[src/rtl/filter_ctrl_if.sv]
// Configuration and event handshake bundle between filter_ctrl and its host.
interface filter_ctrl_if #(
   parameter int SIZE_ADC_DATA = 14,
   parameter int DW  = SIZE_ADC_DATA + 6,
   parameter int KLW = 8,
   parameter int MW  = 16
);
   logic                 cfg_valid;
   logic                 cfg_ready;
   logic [KLW-1:0]       cfg_k;
   logic [KLW-1:0]       cfg_l;
   logic [MW-1:0]        cfg_m;
   logic signed [DW-1:0] cfg_thr;
   logic                 evt_valid;
   logic                 evt_ready;
   logic signed [DW-1:0] evt_peak;
   logic [31:0]          evt_time;

   modport master (
      output cfg_valid, cfg_k, cfg_l, cfg_m, cfg_thr, evt_ready,
      input  cfg_ready, evt_valid, evt_peak, evt_time
   );

   modport slave (
      input  cfg_valid, cfg_k, cfg_l, cfg_m, cfg_thr, evt_ready,
      output cfg_ready, evt_valid, evt_peak, evt_time
   );
endinterface

[src/rtl/filter_ctrl.sv]
// Controls a trapezoid shaping filter: flushes it after start, detects pulses above threshold
// and reports the peak of each pulse. Define FILTER_CTRL_TIMESTAMP_EN to timestamp the peaks.
module filter_ctrl #(
   parameter int SIZE_ADC_DATA = 14,
   parameter int DW  = SIZE_ADC_DATA + 6,
   parameter int KLW = 8,
   parameter int MW  = 16
) (
   input  logic                 clk,
   input  logic                 reset,
   filter_ctrl_if.slave         bus,
   input  logic                 start,
   input  logic                 stop,
   output logic                 filt_rst_n,
   output logic [KLW-1:0]       filt_k,
   output logic [KLW-1:0]       filt_l,
   output logic [MW-1:0]        filt_m,
   input  logic signed [DW-1:0] filt_data,
   output logic                 busy,
   output logic                 overflow
);
   localparam int CW = KLW + 2;

   typedef enum logic [1:0] {IDLE, FLUSH, ARMED, PULSE} state_t;

   state_t               state, state_nxt;
   logic [CW-1:0]        fcnt;
   logic [CW-1:0]        flush_last;
   logic signed [DW-1:0] thr;
   logic signed [DW-1:0] peak;
   logic [31:0]          peak_ts;
   logic                 cfg_xfer, above, peak_cap;
   logic                 evt_done, evt_take, evt_load;

   assign cfg_xfer   = bus.cfg_valid && bus.cfg_ready;
   assign above      = filt_data > thr;
   assign peak_cap   = (state == ARMED && above) || (state == PULSE && filt_data > peak);
   assign evt_done   = state == PULSE && !stop && !above;
   assign evt_take   = bus.evt_valid && bus.evt_ready;
   // A completing pulse may reuse the output slot in the cycle the held event is accepted
   assign evt_load   = evt_done && (!bus.evt_valid || bus.evt_ready);
   // Flush covers 2 cycles of filter reset plus k+l+1 cycles for the filter pipeline to settle
   assign flush_last = CW'(filt_k) + CW'(filt_l) + CW'(2);

   assign bus.cfg_ready = state == IDLE;
   assign busy          = state != IDLE;
   assign filt_rst_n    = !(state == IDLE || (state == FLUSH && fcnt < CW'(2)));

   always_ff @(posedge clk or negedge reset) begin
      if (!reset) state <= IDLE;
      else        state <= state_nxt;
   end

   always_comb begin
      state_nxt = state;
      if (state != IDLE && stop) begin
         state_nxt = IDLE;
      end else begin
         case (state)
            IDLE:    if (start && !stop) state_nxt = FLUSH;
            FLUSH:   if (fcnt == flush_last) state_nxt = ARMED;
            ARMED:   if (above) state_nxt = PULSE;
            PULSE:   if (!above) state_nxt = ARMED;
            default: state_nxt = IDLE;
         endcase
      end
   end

   always_ff @(posedge clk or negedge reset) begin
      if (!reset)                                    fcnt <= '0;
      else if (state == FLUSH && state_nxt == FLUSH) fcnt <= fcnt + CW'(1);
      else                                           fcnt <= '0;
   end

   // Zero-length k/l would collapse the trapezoid, so they are stored as 1
   always_ff @(posedge clk or negedge reset) begin
      if (!reset) begin
         filt_k <= KLW'(1);
         filt_l <= KLW'(1);
         filt_m <= '0;
         thr    <= '0;
      end else if (cfg_xfer) begin
         filt_k <= (bus.cfg_k == '0) ? KLW'(1) : bus.cfg_k;
         filt_l <= (bus.cfg_l == '0) ? KLW'(1) : bus.cfg_l;
         filt_m <= bus.cfg_m;
         thr    <= bus.cfg_thr;
      end
   end

   always_ff @(posedge clk or negedge reset) begin
      if (!reset)        peak <= '0;
      else if (peak_cap) peak <= filt_data;
   end

`ifdef FILTER_CTRL_TIMESTAMP_EN
   logic [31:0] ts;

   always_ff @(posedge clk or negedge reset) begin
      if (!reset)                                    ts <= '0;
      else if (state == FLUSH && state_nxt == ARMED) ts <= '0;
      else                                           ts <= ts + 32'd1;
   end

   always_ff @(posedge clk or negedge reset) begin
      if (!reset)        peak_ts <= '0;
      else if (peak_cap) peak_ts <= ts;
   end
`else
   assign peak_ts = '0;
`endif

   always_ff @(posedge clk or negedge reset) begin
      if (!reset) begin
         bus.evt_valid <= 1'b0;
         bus.evt_peak  <= '0;
         bus.evt_time  <= '0;
         overflow      <= 1'b0;
      end else begin
         if (evt_load) begin
            bus.evt_valid <= 1'b1;
            bus.evt_peak  <= peak;
            bus.evt_time  <= peak_ts;
         end else if (evt_take) begin
            bus.evt_valid <= 1'b0;
         end
         if (cfg_xfer)                  overflow <= 1'b0;
         else if (evt_done && !evt_load) overflow <= 1'b1;
      end
   end
endmodule

[src/flat_wrapper.sv]
// flat-port wrapper written by rule: the top's interface ports become plain ports
module filter_ctrl_flat 
#(
   parameter int SIZE_ADC_DATA = 14,
   parameter int DW  = SIZE_ADC_DATA + 6,
   parameter int KLW = 8,
   parameter int MW  = 16
)
  (clk, reset, start, stop, filt_rst_n, filt_k, filt_l, filt_m, filt_data, busy, overflow, bus_cfg_valid, bus_cfg_k, bus_cfg_l, bus_cfg_m, bus_cfg_thr, bus_evt_ready, bus_cfg_ready, bus_evt_valid, bus_evt_peak, bus_evt_time);
  filter_ctrl_if #(.SIZE_ADC_DATA(SIZE_ADC_DATA), .DW(DW), .KLW(KLW), .MW(MW)) bus_i ();
  input  logic clk;
  input  logic reset;
  input  logic start;
  input  logic stop;
  output logic filt_rst_n;
  output logic [KLW-1:0] filt_k;
  output logic [KLW-1:0] filt_l;
  output logic [MW-1:0] filt_m;
  input  logic signed [DW-1:0] filt_data;
  output logic busy;
  output logic overflow;
  input wire logic [$bits(bus_i.cfg_valid)-1:0] bus_cfg_valid;
  input wire logic [$bits(bus_i.cfg_k)-1:0] bus_cfg_k;
  input wire logic [$bits(bus_i.cfg_l)-1:0] bus_cfg_l;
  input wire logic [$bits(bus_i.cfg_m)-1:0] bus_cfg_m;
  input wire logic [$bits(bus_i.cfg_thr)-1:0] bus_cfg_thr;
  input wire logic [$bits(bus_i.evt_ready)-1:0] bus_evt_ready;
  output wire logic [$bits(bus_i.cfg_ready)-1:0] bus_cfg_ready;
  output wire logic [$bits(bus_i.evt_valid)-1:0] bus_evt_valid;
  output wire logic [$bits(bus_i.evt_peak)-1:0] bus_evt_peak;
  output wire logic [$bits(bus_i.evt_time)-1:0] bus_evt_time;
  assign bus_i.cfg_valid = bus_cfg_valid;
  assign bus_i.cfg_k = bus_cfg_k;
  assign bus_i.cfg_l = bus_cfg_l;
  assign bus_i.cfg_m = bus_cfg_m;
  assign bus_i.cfg_thr = bus_cfg_thr;
  assign bus_i.evt_ready = bus_evt_ready;
  assign bus_cfg_ready = bus_i.cfg_ready;
  assign bus_evt_valid = bus_i.evt_valid;
  assign bus_evt_peak = bus_i.evt_peak;
  assign bus_evt_time = bus_i.evt_time;
  filter_ctrl #(.SIZE_ADC_DATA(SIZE_ADC_DATA), .DW(DW), .KLW(KLW), .MW(MW)) u_core (.clk(clk), .reset(reset), .bus(bus_i), .start(start), .stop(stop), .filt_rst_n(filt_rst_n), .filt_k(filt_k), .filt_l(filt_l), .filt_m(filt_m), .filt_data(filt_data), .busy(busy), .overflow(overflow));
endmodule
[config.mk]
export PLATFORM = sky130hd
export DESIGN_NAME = filter_ctrl_flat
export DESIGN_NICKNAME = d
export VERILOG_FILES = /design/src/rtl/filter_ctrl_if.sv /design/src/rtl/filter_ctrl.sv /design/src/flat_wrapper.sv
export SDC_FILE = /design/constraint.sdc
export NUM_CORES = 1
export LEC_CHECK = 0
export CAP_MARGIN = 20
export CORE_UTILIZATION = 45
export CTS_BUF_LIST = sky130_fd_sc_hd__clkbuf_8
export CTS_CLUSTER_SIZE = 28
export DETAILED_ROUTE_END_ITERATION = 10
export MAX_ROUTING_LAYER = met4
export PLACE_DENSITY = 0.78
export SYNTH_ARGS = -nofsm -noshare
export SYNTH_HDL_FRONTEND = slang
export SYNTH_SLANG_ARGS = --single-unit
[constraint.sdc]
create_clock -name clk -period 3.1 [get_ports clk]
set_input_delay 0.93 -clock clk [delete_from_list [all_inputs] [get_ports clk]]
set_output_delay 0.93 -clock clk [all_outputs]
set_load 0.05 [all_outputs]
== Word level (Yosys, flattened, before mapping) ==
Cells that the tools add are included.

* Bits of input ports: 78
* Flip-flop bits (word level): 106

* Magnitude comparators: 3
* Mux-type cells: 13
* Reduce and logical (&&, ||, !) cells: 26
* $add $sub $neg: 3
* Equality and inequality tests: 5

{| class="wikitable"
|+ Operators with widths
! kind !! count
|-
| greater-than comparator 20 bit || 2
|-
| zero test 8 bit || 2
|-
| 2-to-1 mux 8 bit || 2
|-
| logical AND 1 bit || 12
|-
| adder 10 x 1 -> 10 bit (second input constant) || 1
|-
| adder 10 x 2 -> 10 bit (second input constant) || 1
|-
| == test 10 bit || 1
|-
| less-than comparator 10 x 2 -> 1 bit (second input constant) || 1
|-
| 2-to-1 mux 10 bit || 1
|-
| 2-to-1 mux 2 bit || 5
|-
| adder 8 x 8 -> 9 bit || 1
|-
| case mux 2 bit (4 select lines) || 1
|-
| nonzero test 2 bit || 3
|-
| zero test 1 bit || 5
|-
| == test 2 x 1 -> 1 bit (second input constant) || 2
|-
| == test 2 bit (second input constant) || 2
|-
| 2-to-1 mux 1 bit || 4
|-
| logical OR 1 bit || 3
|-
| zero test 2 bit || 1
|}

== Logic depth before layout (Yosys ltp) ==
* Word-level depth: 9
* Mapped depth: 13
* Gate-level depth less buffers: 11

== Worst setup path before layout ==
Ideal clock, no wire load.

* Path kind: register -> register
* Start point: reg u_core.filt_l[0]
* End point: reg u_core.fcnt[8]
* Setup slack: -0.358 ns
* Cell stages (with the launch flop): 13
* Period minus slack after synthesis: 3.458 ns
* Arrival time: 3.363 ns
* Path through: dfstp_2 ha_1 inv_1 fa_1 and2b_1 o221ai_2 a22oi_2 xor2_2 a2bb2o_4 a311o_1 o211a_1 buf_6 nor4_4

* Cells in the longest elaborated chain, start to end: 9

{| class="wikitable"
|+ RTL lines
! what !! line !! RTL
|-
| from (decl) || filter_ctrl.sv:16 || <nowiki>output logic [KLW-1:0] filt_l,</nowiki>
|-
| from (signal assigned) || filter_ctrl.sv:84 || <nowiki>filt_l <= (bus.cfg_l == '0) ? KLW'(1) : bus.cfg_l;</nowiki>
|-
| adder 8 x 8 -> 9 bit || filter_ctrl.sv:43 || <nowiki>assign flush_last = CW'(filt_k) + CW'(filt_l) + CW'(2);</nowiki>
|-
| adder 10 x 2 -> 10 bit || filter_ctrl.sv:43 ||
|-
| == test 10 bit || filter_ctrl.sv:61 || <nowiki>FLUSH: if (fcnt == flush_last) state_nxt = ARMED;</nowiki>
|-
| 2-to-1 mux 2 bit || filter_ctrl.sv:61 ||
|-
| case mux 2 bit (4 select lines) || filter_ctrl.sv:59 || <nowiki>case (state)</nowiki>
|-
| 2-to-1 mux 2 bit || filter_ctrl.sv:56 || <nowiki>if (state != IDLE && stop) begin</nowiki>
|-
| == test 2 x 1 -> 1 bit || filter_ctrl.sv:71 || <nowiki>else if (state == FLUSH && state_nxt == FLUSH) fcnt <= fcnt + CW'(1);</nowiki>
|-
| logical AND 1 bit || filter_ctrl.sv:71 ||
|-
| 2-to-1 mux 10 bit || filter_ctrl.sv:71 ||
|-
| to (signal assigned) || filter_ctrl.sv:71 ||
|-
| to (decl) || filter_ctrl.sv:27 || <nowiki>logic [CW-1:0] fcnt;</nowiki>
|}

No other way between the ends.
A chain may end at the register's enable or synchronous reset.

== Final worst setup path ==
* Start point: reg u_core.filt_l[0]
* End point: reg u_core.state[1]

* Cells in the longest elaborated chain, start to end: 6

{| class="wikitable"
|+ RTL lines
! what !! line !! RTL
|-
| adder 8 x 8 -> 9 bit || filter_ctrl.sv:43 ||
|-
| adder 10 x 2 -> 10 bit || filter_ctrl.sv:43 ||
|-
| == test 10 bit || filter_ctrl.sv:61 ||
|-
| 2-to-1 mux 2 bit || filter_ctrl.sv:61 ||
|-
| case mux 2 bit (4 select lines) || filter_ctrl.sv:59 ||
|-
| 2-to-1 mux 2 bit || filter_ctrl.sv:56 ||
|-
| net u_core.state_nxt[1] || filter_ctrl.sv:26 || <nowiki>state_t state, state_nxt;</nowiki>
|-
| to (signal assigned) || filter_ctrl.sv:51 || <nowiki>else state <= state_nxt;</nowiki>
|-
| to (decl) || filter_ctrl.sv:26 ||
|}

The timed path passes the listed nets, and every way through them passes these cells.

==> results by group <==
Die
  • Effective utilization at floorplan: 0.468
  • Core area: ~0.013 mm^2
  • Die boundary height: around 120 um
  • Width of the chip: between 100 and 150 um
  • DIE AREA: approximately 0.014 mm^2
  • I/O pin cnt: 167
  • Number of rows created at floorplan: 42

Setup path
  • Type of element capturing the critical path: register
  • Crit path arrival time: around 3500 ps
  • CP max-delay cell: dfstp_4
  • Worst reg2reg endpoint: u_core.state[1]
  • Crit. Startpoint: u_core.filt_l[0]
  • Worst r2r path cells: 14
  • Critical-path cell list: ha_4, inv_2, fa_2, and2b_2, o221ai_4, a22oi_2, xor2_2, buf_4, buf_6, xor2_1, nor4bb_1, o211a_1, buf_12, a2bb2oi_2
  • CP peak stage delay: around 640 ps
  • Critical path start-end classification: register to register
  • Peak fanout along the critical path: 12
  • Reg-to-Reg Start: u_core.filt_l[0]
  • Kind of start point of the critical path: register
  • Required time reported for the critical path endpoint: 3410 ps
  • Slack of the worst reg-to-reg path: -120 ps

Pwr
  • Fraction of power spent switching nets: 0.416
  • Sw power: roughly 2.4 mW
  • Power density relative to cell area: 673 mW/mm^2
  • Peak VDD IR: roughly 0.41 mV
  • Fraction of power consumed by combinational cells: 0.542
  • Leakage power: between 3 and 4 nW
  • Design internal power: between 3 and 4 mW
  • Fraction of power consumed by sequential logic: 0.320
  • Clock group share of total power: 0.139

Routing
  • Antenna violation net count after detailed routing: 0
  • Initial drt markers: 307
  • Post-DR vias/cell: approximately 5.5
  • Vias after detailed routing: 5,382
  • Number of iterations in the first detailed-routing pass: 4
  • Detailed-route wire length: 16.9 mm
  • Routed WL per cell: 17.2 um
  • DRC viols: 0

Place
  • Cell Count Post-Placement: 955
  • Post-place setup slack: -582 ps
  • Hpwl dp: roughly 12 mm
  • Placer's final routability congestion estimate: approximately 0.9
  • Quantity of I/O buffers inserted on ports: ~130

Clock network
  • Clock-pin slew of the registers on the worst-case setup and hold paths: around 100 ps
  • CTS HTree Levels: 3
  • Insertion delay to the later sink of the worst-skew pair: roughly 390 ps
  • TritonCTS clock tree: yes
  • Root buffer cell: clkbuf_8
  • Buffers from clock root to sink, at most: 2
  • Number of sinks handled by clock tree synthesis: between 100 and 150
  • Number of buffers added by the clock tree synthesis step: 9
  • Post-CTS Hold Fix Bufs: 0

Logic synthesis
  • Distinct cell type count after synthesis: 67
  • Number of flip-flops and latches in the synthesized netlist: roughly 110
  • Leading cell type by number of instances after synthesis: dfrtp_1
  • Yosys warning count: 0
  • Post-synth EDFFs: 0
  • Gate count after technology mapping: 627
  • Syn avg cell area: ~10 um^2
  • Main area contributors after synthesis: dfrtp_1, ha_1, mux2_2, nand2_1, buf_4
  • Most frequent cells after synthesis: dfrtp_1, nand2_1, inv_1, ha_1, mux2_2
  • Sequential area share after synthesis: 0.422
  • Fraction of synthesized cell area taken by the top area cell type: 0.413
  • Cell taking the most area after synthesis: dfrtp_1
  • Commonest register cell after synthesis: dfrtp_1
  • Proportion of register bits with asynchronous set or reset after synthesis: 1.00
  • Post-synthesis instance area: 0.00630 mm^2

GRT
  • Total congestion overflow after global routing: 0
  • Number of global-route vias before repair: about 5,500
  • Combined global-route utilization of all metal layers: 0.247
  • Wire length of the first global-routing pass: 27.2 mm
  • Antenna violations before repair: 0
  • Pin count of the biggest net entering global routing: slightly below 80

Timing
  • Slew Viols, Final: 0
  • Headroom to the max-slew limit: 0.545
  • Period utilisation layout: 1.04
  • Worst setup margin: -117 ps
  • Clock Skews: 13.5 ps
  • Setup repair after global routing missed its margin: true
  • Setup violation total in the final timing report: 12
  • Tightest Pin Transition: slightly below 700 ps
  • Upper clock frequency limit: around 0.31 GHz
  • Count of final hold-check violations: 0
  • Shortest clock period the worst path allows after layout: ~3200 ps

Run
  • Max capacitance violation total: 0

Status
  • Violations in the final reports: setup timing
  • Run status: finished, violations left

Layout
  • Area added between synthesis and finish: 37.6%
  • Fin nets: slightly above 900
  • Non-filler cells in the finished layout: about 1,000
  • Proportion of layout cells with a drive suffix above 1: 0.230
  • Antenna fix cells: 0

Worst hold path
  • Class of the most critical hold timing path: input pin to async pin
==> per-stage QoR <==
step | cell area [um^2] | util | hold slack, ps | power (mW) | setup TNS, ps
floorplan | 6450 | - | 485 | 3.76 | -1060
global placement | 8110 | 0.602 | 488 | 4.63 | -22800
detailed placement | 8110 | 0.602 | 496 | 4.76 | -23760
CTS | 8510 | 0.633 | 499 | 5.69 | -1600
global route | 8660 | 0.644 | 520 | 6.20 | -3020
finish | 8660 | 0.644 | 503 | 5.83 | -1080
==> worst max-delay path by stage <==
stage | end | slack [ps]
final | u_core.state[1] | -120
after global placement | u_core.bus.evt_peak[7] | -560
after global routing | u_core.state[1] | -280
after detailed placement | u_core.bus.evt_peak[9] | -580
after floorplan | u_core.state[1] | -150
after CTS | u_core.fcnt[3] | -150
==> layout by cell type (no fill, tap or decap), types with 3 or more instances in the layout <==
cell type	count
a211oi_1	3
a21o_1	9
a21oi_1	9
a21oi_2	7
a31oi_1	3
and3_1	5
and4_1	3
buf_12	8
buf_4	48
buf_6	3
clkbuf_8	11
clkdlybuf4s50_1	116
conb_1	32
dfrtp_1	104
dlygate4sd2_1	9
dlymetal6s2s_1	4
ha_1	42
ha_2	3
ha_4	5
inv_1	53
mux2_2	50
nand2_1	73
nand2b_1	3
nand3_1	13
nand4_1	9
nor2_1	15
nor2b_1	6
nor3_1	6
nor4_1	4
nor4_2	8
o211ai_1	3
o21a_1	7
o21ai_0	29
o22ai_1	17
o22ai_2	4
xnor2_1	13
xor2_1	8
==> per-layer routing <==
metal | share of wire | track usage | up-vias
met4 | 0.037 | 0.104 | 0
met2 | 0.48 | 0.387 | 231
li1 | - | - | 2472
met3 | 0.068 | 0.0656 | 61
met5 | 0 | - | -
met1 | 0.41 | 0.304 | 2618
==> power by group through the flow <==
stage          combinational [mW]  sequential, mW  clock, mW
3_5_place_dp                 2.88            1.88          0
2_1_floorplan                1.60            2.16          0
6_report                     3.16            1.86      0.809
5_1_grt                      3.41            1.90      0.888
4_1_cts                      2.99            1.86      0.837
3_3_place_gp                 2.76            1.87          0
==> cell families after synthesis <==
| family | after synthesis | synth area share |
|---|---|---|
| XOR/XNOR | 23 | 0.0354 |
| buffers and inverters | 114 | 0.0886 |
| flip-flops | 106 | 0.422 |
| multiplexers | 51 | 0.0910 |
| AND/OR/NAND/NOR | 162 | 0.133 |
| other | 1 | 0.000596 |
| AO/OA/AOI/OAI | 119 | 0.127 |
| adder cells (fa/ha/maj) | 51 | 0.103 |
==> sequential cells by signal (all words and copies together), names as in the netlist <==
name and count:
u_core.filt_l 8, u_core.filt_m 16, u_core.peak 20, u_core.thr 20
u_core.overflow 1, u_core.bus.evt_peak 20, u_core.fcnt 10, u_core.filt_k 8
u_core.state 2, u_core.bus.evt_valid 1
==> layout make-up <==
| type | instances | area (um^2) |
|---|---|---|
| timing repair buffer | 193 | 1950 |
| fill | 1048 | 4790 |
| multi-input combinational | 438 | 3450 |
| tap | 176 | 220 |
| clock buffer | 11 | 151 |
| inverter | 52 | 195 |
| sequential | 106 | 2660 |
| clock inverter | 5 | 30.0 |
==> critical path: cells and delay by family, from the launching register on <==
kind                       cells  cell delay (ps)
DFF                            1              640
adders and majority gates      2              490
xor gates and xnor gates       2              250
and+or+nand+nor                2              550
AOI/OAI and AO/OA              4              740
buffers and inverters          4              450
==> what timing repair did <==
action	CTS	global route
pin swaps	13	15
cloned	3	1
buffers inserted	6	0
endpoints found under the hold margin	0	0
endpoints found under the setup margin	53	52
resized for setup	38	29
Note: power is estimated with default switching activity, not from simulation.
